### src/rtl/regfile_writeback.sv
// Register-file write-side front end: merges ALU and slow-unit results into a
// single registered write port, buffers slow results in a small FIFO,
// drops writes to x0 and tracks outstanding destinations for decode.
module regfile_writeback #(
    parameter int WIDTH      = 32,
    parameter int REGADDR_W  = 5,
    parameter int FIFO_DEPTH = 4
) (
    input  logic                          clk,
    input  logic                          reset,
    input  logic                          alu_valid,
    input  logic [REGADDR_W-1:0]          alu_rd,
    input  logic [WIDTH-1:0]              alu_data,
    input  logic                          slow_valid,
    output logic                          slow_ready,
    input  logic [REGADDR_W-1:0]          slow_rd,
    input  logic [WIDTH-1:0]              slow_data,
    input  logic                          issue_valid,
    input  logic [REGADDR_W-1:0]          issue_rd,
    input  logic [REGADDR_W-1:0]          rs1,
    input  logic [REGADDR_W-1:0]          rs2,
    output logic                          rs1_busy,
    output logic                          rs2_busy,
    output logic [REGADDR_W-1:0]          RW,
    output logic                          RegWrite,
    output logic [WIDTH-1:0]              busW,
    output logic [$clog2(FIFO_DEPTH):0]   fifo_count
);
    localparam int PTR_W = $clog2(FIFO_DEPTH);
    localparam int CNT_W = PTR_W + 1;
    localparam int NREGS = 2 ** REGADDR_W;

    logic [REGADDR_W-1:0] fifo_rd   [FIFO_DEPTH];
    logic [WIDTH-1:0]     fifo_data [FIFO_DEPTH];
    logic [PTR_W-1:0]     rd_ptr;
    logic [PTR_W-1:0]     wr_ptr;
    logic [CNT_W-1:0]     count;
    logic                 full;
    logic                 empty;
    logic                 push;
    logic                 pop;

    logic                 sel_vld_p0;
    logic [REGADDR_W-1:0] sel_rd_p0;
    logic [WIDTH-1:0]     sel_data_p0;

    logic [NREGS-1:0]     pending;
    logic [NREGS-1:0]     pending_next;

    assign full       = (count == CNT_W'(FIFO_DEPTH));
    assign empty      = (count == '0);
    assign slow_ready = !full;
    assign push       = slow_valid && !full;
    assign pop        = !alu_valid && !empty;
    assign fifo_count = count;
    assign rs1_busy   = pending[rs1];
    assign rs2_busy   = pending[rs2];

    // Pick this cycle's write: ALU has priority, otherwise the FIFO head.
    always_comb begin
        sel_vld_p0  = 1'b0;
        sel_rd_p0   = '0;
        sel_data_p0 = '0;
        if (alu_valid) begin
            sel_vld_p0  = 1'b1;
            sel_rd_p0   = alu_rd;
            sel_data_p0 = alu_data;
        end else if (!empty) begin
            sel_vld_p0  = 1'b1;
            sel_rd_p0   = fifo_rd[rd_ptr];
            sel_data_p0 = fifo_data[rd_ptr];
        end
    end

    // FIFO storage is data only; validity comes from the count, so no reset.
    always_ff @(posedge clk) begin
        if (push) begin
            fifo_rd[wr_ptr]   <= slow_rd;
            fifo_data[wr_ptr] <= slow_data;
        end
    end

    // FIFO pointers wrap naturally (power-of-two depth); count is one bit wider.
    always_ff @(posedge clk) begin
        if (reset) begin
            rd_ptr <= '0;
            wr_ptr <= '0;
            count  <= '0;
        end else begin
            if (push) wr_ptr <= wr_ptr + PTR_W'(1);
            if (pop)  rd_ptr <= rd_ptr + PTR_W'(1);
            case ({push, pop})
                2'b10:   count <= count + CNT_W'(1);
                2'b01:   count <= count - CNT_W'(1);
                default: count <= count;
            endcase
        end
    end

    // Registered write port; x0 writes consume the slot but never assert RegWrite.
    always_ff @(posedge clk) begin
        if (reset) begin
            RegWrite <= 1'b0;
            RW       <= '0;
            busW     <= '0;
        end else begin
            RegWrite <= sel_vld_p0 && (sel_rd_p0 != '0);
            if (sel_vld_p0 && (sel_rd_p0 != '0)) begin
                RW   <= sel_rd_p0;
                busW <= sel_data_p0;
            end
        end
    end

    // Scoreboard update: retire the registered write, then a new issue wins.
    always_comb begin
        pending_next = pending;
        if (RegWrite) pending_next[RW] = 1'b0;
        if (issue_valid && (issue_rd != '0)) pending_next[issue_rd] = 1'b1;
        pending_next[0] = 1'b0;
    end

    // Pending-destination bits.
    always_ff @(posedge clk) begin
        if (reset) pending <= '0;
        else       pending <= pending_next;
    end

endmodule

### config.mk
export PLATFORM = sky130hd
export DESIGN_NAME = regfile_writeback
export DESIGN_NICKNAME = d
export VERILOG_FILES = /design/src/rtl/regfile_writeback.sv
export SDC_FILE = /design/constraint.sdc
export NUM_CORES = 1
export LEC_CHECK = 0
export ABC_AREA = 1
export CORE_UTILIZATION = 51
export CTS_BUF_LIST = sky130_fd_sc_hd__clkbuf_8
export DETAILED_ROUTE_END_ITERATION = 8
export PLACE_DENSITY_LB_ADDON = 0.1
export REMOVE_ABC_BUFFERS = 1
export SYNTH_ARGS = -nofsm -noshare
export SYNTH_HDL_FRONTEND = slang
export SYNTH_SLANG_ARGS = --single-unit
### constraint.sdc
create_clock -name clk -period 2.49 [get_ports clk]
set_input_delay 0.3735 -clock clk [delete_from_list [all_inputs] [get_ports clk]]
set_output_delay 0.3735 -clock clk [all_outputs]
set_load 0.05 [all_outputs]
# After elaboration in Yosys (flattened, before gate mapping)
# Memory sizes are Yosys's and may differ from the RTL's. A register that Yosys moved wholly into a read port is not among the register bits.
# Cells that the tools add are included.
dict set report classes {
  n_addsub 4
  n_mul 0
  n_div 0
  n_lt_le_gt_ge 6
  eq_ne 3
  n_shift 0
  muxes 23
  bitwise_logic 3
  n_reduce_logical 13
}
# operator count
set op_table {}
lappend op_table {{two-way mux 32 bit} 4}
lappend op_table {{AND 32 bit} 1}
lappend op_table {{inverter 32 bit} 1}
lappend op_table {{OR 32 bit} 1}
lappend op_table {{less-than comparator 5 x 6 -> 1 bit (second input constant)} 4}
lappend op_table {{binary-select mux 1 bit (select 5 bit)} 2}
lappend op_table {{demux 1 bit (select 5 bit)} 2}
lappend op_table {{>= comparator 5 x 1 -> 1 bit (second input constant)} 2}
lappend op_table {{two-way mux 5 bit} 2}
lappend op_table {{nonzero test 5 bit} 2}
lappend op_table {{two-way mux 1 bit} 8}
lappend op_table {{two-way mux 2 bit} 4}
lappend op_table {{logical AND 1 bit} 6}
lappend op_table {{one-hot mux 3 bit (2 select lines)} 1}
lappend op_table {{adder 2 x 1 -> 2 bit (second input constant)} 2}
lappend op_table {{adder 3 x 1 -> 3 bit (second input constant)} 1}
lappend op_table {{equality test 3 bit (second input constant)} 1}
lappend op_table {{logical NOT 1 bit} 3}
lappend op_table {{logical NOT 3 bit} 1}
lappend op_table {{subtractor 3 x 1 -> 3 bit (second input constant)} 1}
lappend op_table {{equality test 2 x 1 -> 1 bit (second input constant)} 1}
lappend op_table {{equality test 2 bit (second input constant)} 1}
lappend op_table {{nonzero test 2 bit} 1}
dict set report word_totals {
  reg_bits 77
  latchBits 0
  mem_bits_rw 148
  rom_bits 0
  in_bits 94
  out_inout_bits 44
  word_cells 62
  n_memories 2
}
# memory depth width rd rd_clocked_by_memory_dff write_ports line
set mem_list {}
lappend mem_list {fifo_data 4 32 1 1 1 34} ;# logic [WIDTH-1:0] fifo_data [FIFO_DEPTH];
lappend mem_list {fifo_rd 4 5 1 1 1 33} ;# logic [REGADDR_W-1:0] fifo_rd [FIFO_DEPTH];

# Longest topological paths before layout
# Gate-level depths: netlist of run 1.
dict set report logic_depth {
  ltp_word 9
  depth_mapped 13
  mapped_depth_nobuf 11
}

# Least setup slack after synthesis of run 1
# No wires, ideal clock.
dict set report synth_path {
  path_kind {reg2reg}
  startpoint {register count[1] (netlist: fifo_count[1])}
  endpoint {memory fifo_data[0][0] (enable)}
  setup_ps 431
  arrival_ps 3050
  t_required_ps 2059
  slack_ps -991
  path_stages_with_launch 5
  path_buffers 0
  period_less_slack_ps 3481
  cell_sequence {dfxtp_1 > nor2_1 > nand2_1 > nand2_1 > nor2_1}
}
dict set report synth_via {
  elab_chain_len 5
}
# element line
set synth_lines {}
lappend synth_lines {{start: declaration} 37} ;# logic [CNT_W-1:0] count;
lappend synth_lines {{start signal: assignment} 93} ;# 2'b10: count <= count + CNT_W'(1);
lappend synth_lines {{start signal: assignment} 94} ;# 2'b01: count <= count - CNT_W'(1);
lappend synth_lines {{start signal: assignment} 95} ;# default: count <= count;
lappend synth_lines {{equality test 3 bit} 50} ;# assign full = (count == CNT_W'(FIFO_DEPTH));
lappend synth_lines {{logical NOT 1 bit} n/a}
lappend synth_lines {{named net slow_ready} 15} ;# output logic slow_ready,
lappend synth_lines {{logical AND 1 bit} 53} ;# assign push = slow_valid && !full;
lappend synth_lines {{two-way mux 1 bit} 77} ;# if (push) begin
lappend synth_lines {{two-way mux 1 bit (implied by the code)} 79} ;# fifo_data[wr_ptr] <= slow_data;
lappend synth_lines {{end: declaration} 34}
# The timed path passes the listed nets, and every way through them passes these cells.

# Worst setup path in the final report of run 1
dict set report layout_path {
  startpoint {register count[0] (netlist: fifo_count[0])}
  endpoint {output port slow_ready}
}
dict set report layout_via {
  elab_chain_len 2
}
# element line
set layout_lines {}
lappend layout_lines {{equality test 3 bit} 50}
lappend layout_lines {{logical NOT 1 bit} 52} ;# assign slow_ready = !full;
lappend layout_lines {{end: declaration} 15}
# No other way between the ends.

==> results of run 1 <==
-- layer usage --
metal  vias up  GRT usage (%)  part of all wire (%)
met4         2           12.0                   2.7
met3        60           5.06                   8.0
met1      3883           35.8                    43
met2       347           41.9                    46
li1       3969              -                     -
met5         -              0                 0.042
-- logic make-up (layout without fill, tap and decap cells) --
logic type | count (synthesis) | in the layout
compound gates | 260 | 260
simple gates | 383 | 383
fa+ha+maj | 6 | 6
flops | 226 | 226
buf+inv | 181 | 372
-- worst max-delay path, cell delays in order, from the launching register on --
cell and delay, ns:
dfxtp_1 0.32, nor2_1 0.24, nand2_1 0.11, clkdlybuf4s50_1 0.71
-- final cells by class --
class,instances,area (um^2)
clock inverters,31,191
well taps,260,325
inverters,126,480
clock buffers,39,537
repair inverters,1,7.51
fillers,1540,6370
repair buffers,175,1760
flip-flops and latches,226,6010
multi-input cells,649,3220
-- cell usage in the layout, fill, tap and decap left out, drive strengths merged, types with 36 or more instances in the layout --
| cell type | netlist | routed |
|---|---|---|
| a21oi | 47 | 47 |
| buf | 22 | 41 |
| clkbuf | 33 | 39 |
| clkdlybuf4s50 | 0 | 131 |
| dfxtp | 78 | 78 |
| edfxtp | 148 | 148 |
| inv | 125 | 138 |
| nand2 | 162 | 162 |
| nand3 | 36 | 36 |
| nor2 | 139 | 139 |
| o21ai | 132 | 132 |
-- synth_stat cells (all sizes together) --
| master | n |
|---|---|
| nand2 | 162 |
| edfxtp | 148 |
| nor2 | 139 |
| o21ai | 132 |
| inv | 125 |
| dfxtp | 78 |
| a21oi | 47 |
| nand3 | 36 |
| nand4 | 34 |
| clkbuf | 33 |
| a22oi | 32 |
| o22ai | 32 |
| buf | 22 |
| nor3 | 11 |
| o221ai | 10 |
| ha | 5 |
| o211ai | 4 |
| o21bai | 2 |
| a21boi | 1 |
| and3 | 1 |
| clkinv | 1 |
| fa | 1 |
-- how the worst min path moves through the flow --
stage / from / to / slack (ns) / cells after the start
finish: slow_data[25] / fifo_data[3][25] / 0.46 / 1
global route: slow_data[21] / fifo_data[0][21] / 0.44 / 1
global placement: pending[24] / pending[24] / 0.46 / 2
detailed placement: pending[24] / pending[24] / 0.47 / 2
CTS: slow_data[25] / fifo_data[3][25] / 0.43 / 1
floorplan: reset / pending[10] / 0.44 / 1
-- timing repair --
item	in CTS	in global routing
endpoints found under the hold margin	0	0
endpoints found under the setup margin	0	2
buffers inserted	0	7
resized for setup	0	7
-- power breakdown --
group	switching, mW	leakage [nW]	internal (mW)
logic	2.61	2.46	1.25
registers	0.207	2.00	4.46
clock network	1.49	0.417	1.68
total	4.30	4.87	7.39
-- flip-flops by register name, summed over array words and instances, names as in the netlist, named ones only --
signal / count
RW: 5
pending: 31
fifo_count: 3
RegWrite: 1
fifo_data: 128
fifo_rd: 20
busW: 32
wr_ptr: 2
rd_ptr: 2
==> flow_summary.ini, run 1 <==
[pwr]
cellLeakagePower_nw = 4.87
ir_drop_mv = 0.582
power.total_mw = 11.7
powerDensity_nw_per_um2 = 933

[logic_synthesis]
ys_ff_latch = 226
ys_seq_area_share_pct = 60.6
synth_top_family_by_area = simple AND/OR/NAND/NOR gates
synth_xor_area_share_pct = 0
ys_warn_count = 0
synth_cells = 1056
synth_compound_area_share_pct = 15.1
synth-simple-area-share_pct = 16.3
synth_fa_ha_area_share_pct = 0.834
netlist_area_um2 = 9910
synth_top_cell_by_area = edfxtp_1
synthMuxAreaShare_pct = 0
synth.area.top_cells = edfxtp_1, dfxtp_1, o21ai_0
yosysTopAreaCellShare_pct = 44.9
netlist-cell-type-count = 31
avgSynthCellArea_um2 = 9.38

[sta]
finalCriticalPeriod_ns = 2.30
setup_ws_ns = 0.186
finalHoldViolCount = 0
fin_skew_ns = 0.0287
hold_slack_ns = 0.460
drv_slew = 0
setup_viol = 0
rsz0062_at_grt = false
period_share_pct = 92.5
timing.fmax_mhz = 434
tns_ns = 0
slew_headroom_pct = 59.0
tightest_slew_ns = 0.611

[floorplan]
fp.dieArea_um2 = 20000
die-height_um = 141
fp.dieW_um = 141
core-area_um2 = 18900
start_util_pct = 52.4
rows = 50
pin_count = 138

[critical_path]
path_max_fanout = 3
arrival_ns = 1.93
startpoint = fifo_count[0]
start_kind = flip-flop
endpoint_kind = output port
worstSetupEndpoint = slow_ready
r2r_end = busW[29]
reg2regPathDepth = 8
path_class = flip-flop to output port
r2r_slack_ns = 0.33
crit_required_ns = 2.12

[detailed_routing]
final_antenna_net_count = 0
dr.pass1.iters = 5
wire_per_inst_um = 17.2
drc = 0
drt-vias-per-instance = 5.48
drt-initial-drc-count = 646
vias = 8261
wl_um = 26000

[placed_design]
place_ws_ns = 0.122
port_buffers = 137
place_congestion = 0.841
dp_hpwl_um = 16000
placed_area_um2 = 11700
dpl.cell_count = 1429

[cells_and_area]
nets = 1317
drive_above_1_share_pct = 8.58
diodes = 0
postLayoutCellArea_um2 = 12500
final_cells = 1507
finish.utilization_pct = 66.3
area_delta_synth_final_pct = 26.5

[grt]
grt_max_degree = 55
grt_pass1_vias = 7813
grt_remaining_overflow = 0
antenna_found_initial = 1
track_usage_pct = 26.6
grt_pass1_wl_um = 40800

[clock_tree]
cts_max_path_buffers = 3
clock_latency_ns = 0.54
hold_buffers = 0
htree_levels = 2
cts_tree = yes
clk_pin_slew_ns = 0.06
clockRootBuffer = clkbuf_8
cts_sinks = 226
cts_made_buffers = 38

[hold_path]
hp-class = input port to flip-flop

[run_status]
status = completed

[job]
cap_violations = 0
No activity file was read; power rests on OpenSTA's default activity.
==> run 2, diff against run 1 <==
--- a/config.mk
+++ b/config.mk
@@ -11,6 +11,7 @@
 export DETAILED_ROUTE_END_ITERATION = 8
 export PLACE_DENSITY_LB_ADDON = 0.1
 export REMOVE_ABC_BUFFERS = 1
+export SETUP_SLACK_MARGIN = 0.02
 export SYNTH_ARGS = -nofsm -noshare
 export SYNTH_HDL_FRONTEND = slang
 export SYNTH_SLANG_ARGS = --single-unit
==> results of run 2 <==
Same layout as run 1: the final DEF is identical, and so are final timing and power.
==> run 3, diff against run 2 <==
--- a/config.mk
+++ b/config.mk
@@ -9,6 +9,7 @@
 export CORE_UTILIZATION = 51
 export CTS_BUF_LIST = sky130_fd_sc_hd__clkbuf_8
 export DETAILED_ROUTE_END_ITERATION = 8
+export HOLD_SLACK_MARGIN = 0.15
 export PLACE_DENSITY_LB_ADDON = 0.1
 export REMOVE_ABC_BUFFERS = 1
 export SETUP_SLACK_MARGIN = 0.02
==> results of run 3 <==
Same layout as run 1: the final DEF is identical, and so are final timing and power.
